`config.mk`:
```
export PLATFORM = sky130hd
export DESIGN_NAME = sgd_server_recv
export DESIGN_NICKNAME = d
export VERILOG_FILES = /design/src/rtl/sgd_server_recv.sv
export SDC_FILE = /design/constraint.sdc
export NUM_CORES = 2
export LEC_CHECK = 0
export CORE_AREA = 2 2 381 383
export DETAILED_ROUTE_END_ITERATION = 8
export DIE_AREA = 0 0 383 385
export PLACE_DENSITY = 0.45
export SETUP_SLACK_MARGIN = 0.3
export SKIP_CTS_REPAIR_TIMING = 1
export SLEW_MARGIN = 20
export SYNTH_ARGS = -nofsm -noshare
export SYNTH_HDL_FRONTEND = slang
export SYNTH_SLANG_ARGS = --single-unit
```
`constraint.sdc`:
```
create_clock -name clk -period 62.1 [get_ports clk]
set_input_delay 12.42 -clock clk [delete_from_list [all_inputs] [get_ports clk]]
set_output_delay 12.42 -clock clk [all_outputs]
set_load 0.01 [all_outputs]
```
`src/rtl/sgd_server_recv.sv`:
```
// ============================================================================
// Module      : sgd_server_recv
// Description : Receive-side aggregation for the SGD parameter server. Maps
//               each RX packet's session to a worker slot, sums the per-bank
//               signed 32-bit partial results of one beat per worker, and
//               emits the per-bank round totals as a one-cycle pulse.
// Options     : SGD_SERVER_RECV_SATURATE_EN - saturating accumulation
//               (default build wraps on overflow).
// Revision    : 1.0 - initial release
// ============================================================================
`default_nettype none

module sgd_server_recv #(
  parameter int NUM_OF_BANKS = 8,
  parameter int WORKER_NUM   = 4
) (
  input  logic                          clk,
  input  logic                          rst,
  input  logic [WORKER_NUM-1:0][15:0]   session_id,
  // RX metadata stream (data[15:0] = session)
  input  logic                          m_axis_rx_metadata_valid,
  output logic                          m_axis_rx_metadata_ready,
  input  logic [15:0]                   m_axis_rx_metadata_data,
  // RX payload stream
  input  logic                          m_axis_rx_data_valid,
  output logic                          m_axis_rx_data_ready,
  input  logic [511:0]                  m_axis_rx_data_data,
  input  logic [63:0]                   m_axis_rx_data_keep,
  input  logic                          m_axis_rx_data_last,
  // Round totals towards the transmit stage
  output logic signed [31:0]            ax_minus_b_sign_shifted_result [NUM_OF_BANKS],
  output logic [NUM_OF_BANKS-1:0]       ax_minus_b_sign_shifted_result_valid,
  output logic [31:0]                   drop_cnt,
  output logic [31:0]                   round_cnt
);

  localparam int c_WIDX_W = (WORKER_NUM > 1) ? $clog2(WORKER_NUM) : 1;
  localparam int c_DATA_W = NUM_OF_BANKS * 32;

  typedef enum logic [1:0] {
    S_IDLE       = 2'd0,
    S_LOOKUP     = 2'd1,
    S_RECV_FIRST = 2'd2,
    S_RECV_DRAIN = 2'd3
  } state_t;

  state_t                 r_state;
  state_t                 w_state_nxt;
  logic                   w_meta_hs;
  logic                   w_beat_hs;
  logic                   r_meta_ready;
  logic                   r_data_ready;
  logic [15:0]            r_session;
  logic                   r_accept;
  logic [c_WIDX_W-1:0]    r_widx;
  logic                   w_hit;
  logic [c_WIDX_W-1:0]    w_hit_idx;
  logic                   w_accept;
  logic [WORKER_NUM-1:0]  r_seen;
  logic [WORKER_NUM-1:0]  w_seen_nxt;
  logic                   w_first_acc;
  logic                   w_complete;
  logic                   r_valid;
  logic [31:0]            r_drop_cnt;
  logic [31:0]            r_round_cnt;
  logic [31:0]            r_acc    [NUM_OF_BANKS];
  logic [31:0]            r_result [NUM_OF_BANKS];
  logic [31:0]            w_beat   [NUM_OF_BANKS];
  logic [31:0]            w_sum    [NUM_OF_BANKS];
  logic                   w_unused_hi;
  logic                   w_unused_ok;

  // One bank addition: wrap-around by default, clamped when saturation is built in.
  function automatic logic [31:0] acc_add(input logic [31:0] a, input logic [31:0] b);
`ifdef SGD_SERVER_RECV_SATURATE_EN
    logic [32:0] s;
    s = {a[31], a} + {b[31], b};
    if (s[32] != s[31])
      acc_add = s[32] ? 32'h8000_0000 : 32'h7FFF_FFFF;
    else
      acc_add = s[31:0];
`else
    acc_add = a + b;
`endif
  endfunction

  // Slice the beat into banks and form the candidate sums.
  for (genvar n = 0; n < NUM_OF_BANKS; n++) begin : g_bank
    assign w_beat[n] = m_axis_rx_data_data[32*n +: 32];
    assign w_sum[n]  = acc_add(r_acc[n], w_beat[n]);
  end

  // Payload bits above the used banks (and keep) carry nothing for this stage.
  if (c_DATA_W < 512) begin : g_unused_hi
    assign w_unused_hi = ^m_axis_rx_data_data[511:c_DATA_W];
  end else begin : g_no_unused_hi
    assign w_unused_hi = 1'b0;
  end
  assign w_unused_ok = w_unused_hi ^ (^m_axis_rx_data_keep);

  // Session lookup; scanning downwards leaves the lowest matching index.
  always_comb begin
    w_hit     = 1'b0;
    w_hit_idx = '0;
    for (int w = WORKER_NUM - 1; w >= 0; w--) begin
      if (session_id[w] == r_session) begin
        w_hit     = 1'b1;
        w_hit_idx = c_WIDX_W'(w);
      end
    end
    w_accept = w_hit && !r_seen[w_hit_idx];
  end

  // Next-state logic and stream handshakes.
  always_comb begin
    w_state_nxt = r_state;
    w_meta_hs   = 1'b0;
    w_beat_hs   = 1'b0;
    case (r_state)
      S_IDLE: begin
        w_meta_hs = m_axis_rx_metadata_valid && r_meta_ready;
        if (w_meta_hs) w_state_nxt = S_LOOKUP;
      end
      S_LOOKUP: begin
        w_state_nxt = S_RECV_FIRST;
      end
      S_RECV_FIRST: begin
        w_beat_hs = m_axis_rx_data_valid && r_data_ready;
        if (w_beat_hs) w_state_nxt = m_axis_rx_data_last ? S_IDLE : S_RECV_DRAIN;
      end
      S_RECV_DRAIN: begin
        w_beat_hs = m_axis_rx_data_valid && r_data_ready;
        if (w_beat_hs && m_axis_rx_data_last) w_state_nxt = S_IDLE;
      end
      default: w_state_nxt = S_IDLE;
    endcase
  end

  assign w_first_acc = (r_state == S_RECV_FIRST) && w_beat_hs && r_accept;
  assign w_seen_nxt  = r_seen | (WORKER_NUM'(1) << r_widx);
  assign w_complete  = w_first_acc && (&w_seen_nxt);

  // State register.
  always_ff @(posedge clk or posedge rst) begin
    if (rst) r_state <= S_IDLE;
    else     r_state <= w_state_nxt;
  end

  // Registered readies so both stay low through reset and rise only afterwards.
  always_ff @(posedge clk or posedge rst) begin
    if (rst) begin
      r_meta_ready <= 1'b0;
      r_data_ready <= 1'b0;
    end else begin
      r_meta_ready <= (w_state_nxt == S_IDLE);
      r_data_ready <= (w_state_nxt == S_RECV_FIRST) || (w_state_nxt == S_RECV_DRAIN);
    end
  end

  // Latch the session, resolve the worker slot and count drops.
  always_ff @(posedge clk or posedge rst) begin
    if (rst) begin
      r_session  <= '0;
      r_accept   <= 1'b0;
      r_widx     <= '0;
      r_drop_cnt <= '0;
    end else begin
      if (w_meta_hs) r_session <= m_axis_rx_metadata_data;
      if (r_state == S_LOOKUP) begin
        r_accept <= w_accept;
        r_widx   <= w_hit_idx;
        if (!w_accept) r_drop_cnt <= r_drop_cnt + 32'd1;
      end
    end
  end

  // Accumulate accepted first beats; publish and clear on round completion.
  always_ff @(posedge clk or posedge rst) begin
    if (rst) begin
      for (int n = 0; n < NUM_OF_BANKS; n++) begin
        r_acc[n]    <= '0;
        r_result[n] <= '0;
      end
      r_seen      <= '0;
      r_valid     <= 1'b0;
      r_round_cnt <= '0;
    end else begin
      r_valid <= 1'b0;
      if (w_complete) begin
        for (int n = 0; n < NUM_OF_BANKS; n++) begin
          r_result[n] <= w_sum[n];
          r_acc[n]    <= '0;
        end
        r_seen      <= '0;
        r_valid     <= 1'b1;
        r_round_cnt <= r_round_cnt + 32'd1;
      end else if (w_first_acc) begin
        for (int n = 0; n < NUM_OF_BANKS; n++) r_acc[n] <= w_sum[n];
        r_seen <= w_seen_nxt;
      end
    end
  end

  assign m_axis_rx_metadata_ready = r_meta_ready;
  assign m_axis_rx_data_ready     = r_data_ready;
  assign ax_minus_b_sign_shifted_result_valid = {NUM_OF_BANKS{r_valid}};
  assign drop_cnt  = r_drop_cnt;
  assign round_cnt = r_round_cnt;

  for (genvar n = 0; n < NUM_OF_BANKS; n++) begin : g_out
    assign ax_minus_b_sign_shifted_result[n] = r_result[n];
  end

endmodule

`default_nettype wire

```
==> flow_summary.yaml <==
clock_network:
  cts_made_buffers: 80
  clockBufferDepth: 3
  cts_max_level: 3
  cts_root_buf: "clkbuf_16"
  cts_tree: "yes"
  clkTransAtPathRegs_ns: 0.05
  cts.sinks: 604
  clk_latency_ns: 0.67
hold_path:
  hp-class: "flip-flop to flip-flop"
  hold_path_startpoint: "round_cnt[31]$_DFFE_PP0P_"
  hold_depth: 1
  min_to: "round_cnt[31]$_DFFE_PP0P_"
synth:
  synth_area_per_cell_sq_um: 9.58
  syn_nets: 4566
  yosys.area_share.adder_pct: 9.41
  synth_xor_area_share_pct: 9.20
  synth-edff-count: 0
  netlist_instances: 3647
  synth_mux_area_share_pct: 2.01
  yosysSeqAreaShare_pct: 43.3
  yosysUniqueCellTypes: 102
  yosysWarnings: 0
  netlist_area_sq_um: 34900
  synthFlopType: "dfrtp_1"
  async_flop_share_pct: 100
  synth_compound_area_share_pct: 18.9
  ys_seq_elements: 604
  synth_top_family_by_area: "compound AO/OA/AOI/OAI gates"
  synthSimpleGateAreaFrac_pct: 14.8
setup_path:
  setup.worst_path.end_class: "flip-flop"
  crit_top_cell: "buf_4"
  cp_num_buf_inv: 5
  critPathSlowestCell: "buf_4"
  critPathMaxStageDelay_ns: 0.69
  r2r-start: "r_state[1]$_DFF_PP0_"
  critPathKind: "primary input to flip-flop"
  cp_data_arrival_time_ns: 16.56
  crit_family: "buffers and inverters"
  crit_path_max_fanout: 54
  worst_r2r_path_depth: 7
  crit_chain: "clkdlybuf4s50_1 > nand4_1 > or2_4 > buf_4 > buf_4 > buf_4 > buf_4 > o31ai_1"
  r2r-end: "r_acc[80]$_DFFE_PP0P_"
  ff2ff_setup_slack_ns: 57.87
  cp-start-kind: "primary input"
  cp_data_required_time_ns: 62.63
final_layout:
  drive_above_1_share_pct: 6.31
  fillers: 14911
  finalNetCount: 5196
  postLayoutCoreUtil_pct: 32.5
  syn2layout_area_growth_pct: 33.1
  final_cells: 6249
  final_area_sq_um: 46500
sta:
  setup_viol: 0
  relSlewSlack_pct: 32.7
  rsz0062_at_grt: "false"
  hold_viol_final: 0
  clock_skew_ns: 0.0285
  totalNegativeSetupSlack_ns: 0
  drv_slew: 0
  layout_worst_path_cycle_share_pct: 25.8
  fin_crit_ns: 16.03
  holdWs_ns: 0.468
  worstMarginPinSlew_ns: 1.01
  max_freq_ghz: 0.0624
  setup_ws_ns: 46.07
grt:
  grt_overflow_total: 0
  grt_antenna_before_repair: 22
  grt_usage_pct: 16.7
  grt_pass1_vias: 29907
  grt_pass1_wl_microns: 189000
  grt_max_degree: 189
pwr:
  irDropWorstVdd_v: 0.0000215
  total_power_mw: 1.87
  powerDensity_nw_per_um2: 40.3
  p_leak_nw: 21.2
placed_design:
  portBuffers: 670
  place_ws_ns: 45.31
  gp_congestion: 0.825
  hpwl_microns: 93500
  place_area_sq_um: 43800
  post-place-cells: 6097
detailed_routing:
  routedWlPerCell_microns: 20.1
  initialDrtViolationCount: 1218
  wl_microns: 125000
  num_vias: 29045
  drtAntennaViolNets: 0
  drt_first_pass_iters: 5
  vias_per_cell: 4.65
  drc: 0
die:
  start_util_pct: 24.4
  dieHeight_microns: 385
  core_area_sq_um: 143000
  die_area_sq_um: 147000
  rows: 139
  die_w_microns: 383
  num_io_pins: 991
status:
  status: "finished, final reports clean"
run:
  maxCapViolations: 0
cell usage after synthesis, types with 21 or more instances:
cell      count  share of area [%]
mux2_2       58                1.9
a31oi_1      36               0.64
a21o_1      105                2.3
nand2_1     746                8.0
nand3_1      63               0.90
buf_1        21               0.23
nor2_1      141                1.5
a21oi_1     195                2.8
o31ai_1      46               0.99
a22o_1      169                4.2
ha_1        250                9.0
clkbuf_1    111                1.2
dfrtp_1     604                 43
and3_1       26               0.47
nand4_1      36               0.64
o21a_1       26               0.56
o21ai_0     202                2.9
inv_1        66               0.71
xnor2_1     230                5.8
xor2_1      130                3.3
nor3_1       40               0.57
a211oi_1     25               0.54
o21bai_1     35               0.75
state kept, by name, summed over array words and instances (netlist names):
signal and count:
ax_minus_b_sign_shifted_result 256, drop_cnt 32, r_acc 256, r_seen 4, m_axis_rx_metadata_ready 1, r_session 16, r_accept 1, r_widx 2
r_state 2, round_cnt 32, r_valid 1, m_axis_rx_data_ready 1
per-layer routing:
layer / up-vias / wire length [microns] / global-route usage (%)
met5: - / 111 / 0
met4: 18 / 3110 / 5.40
met3: 152 / 8030 / 4.46
met2: 639 / 57900 / 27.3
met1: 13992 / 56200 / 21.5
li1: 14244 / - / -
cells by family (layout without fill, tap and decap cells):
| family | after synthesis | count (layout) |
|---|---|---|
| other | 0 | 7 |
| XOR/XNOR | 363 | 363 |
| adder cells (fa/ha/maj) | 258 | 258 |
| buffers and inverters | 215 | 907 |
| AND/OR/NAND/NOR | 1185 | 1185 |
| flip-flops | 604 | 604 |
| AO/OA/AOI/OAI | 960 | 960 |
| multiplexers | 62 | 62 |
cell usage in the layout (no fill, tap or decap), drive strengths merged, types with 59 or more instances in the layout:
cell type,netlist,final
nand2,746,746
nor2,142,142
clkdlybuf4s50,0,670
xnor2,231,231
a22o,169,169
xor2,130,130
a21o,105,105
a21oi,200,200
mux2,59,59
nand3,64,64
o21ai,218,218
inv,66,69
ha,250,250
clkbuf,112,119
dfrtp,604,604
power by group:
group / total, mW / switching, mW / leakage, nW / internal, mW
clock network: 0.486 / 0.191 / 1.34 / 0.295
registers: 0.548 / 0.0677 / 8.01 / 0.480
logic: 0.838 / 0.467 / 11.9 / 0.371
worst register-to-register path: stages (launching register included):
cell and delay, ns:
dfrtp_1 0.44, nand4_1 0.17, or2_4 0.63, buf_4 0.60, buf_4 0.66, buf_4 0.75, buf_4 0.67, o31ai_1 0.18
how the worst max path moves through the flow:
stage	startpoint	to	slack, ns	cells after the start
after detailed placement	m_axis_rx_data_valid	r_acc[80]$_DFFE_PP0P_	45.31	8
after floorplan	rst	ax_minus_b_sign_shifted_result[0]$_DFFE_PP0P_	32.77	1
after CTS	m_axis_rx_data_valid	r_acc[121]$_DFFE_PP0P_	46.07	8
after global routing	m_axis_rx_data_valid	r_acc[101]$_DFFE_PP0P_	45.83	8
after global placement	m_axis_rx_data_valid	r_acc[80]$_DFFE_PP0P_	45.34	8
final	m_axis_rx_data_valid	r_acc[80]$_DFFE_PP0P_	46.07	8
area by class of cell:
| cell class | instances | area (sq um) | area share [%] |
|---|---|---|---|
| clock inverter | 25 | 332 | 0.713 |
| inverter | 66 | 263 | 0.565 |
| timing repair buffer | 697 | 6950 | 14.9 |
| tap | 1903 | 2380 | 5.12 |
| clock buffer | 119 | 2390 | 5.14 |
| sequential | 604 | 15100 | 32.5 |
| antenna | 7 | 17.5 | 0.0377 |
| multi-input combinational | 2828 | 19100 | 41.0 |
No activity file was read; power rests on OpenSTA's default activity.
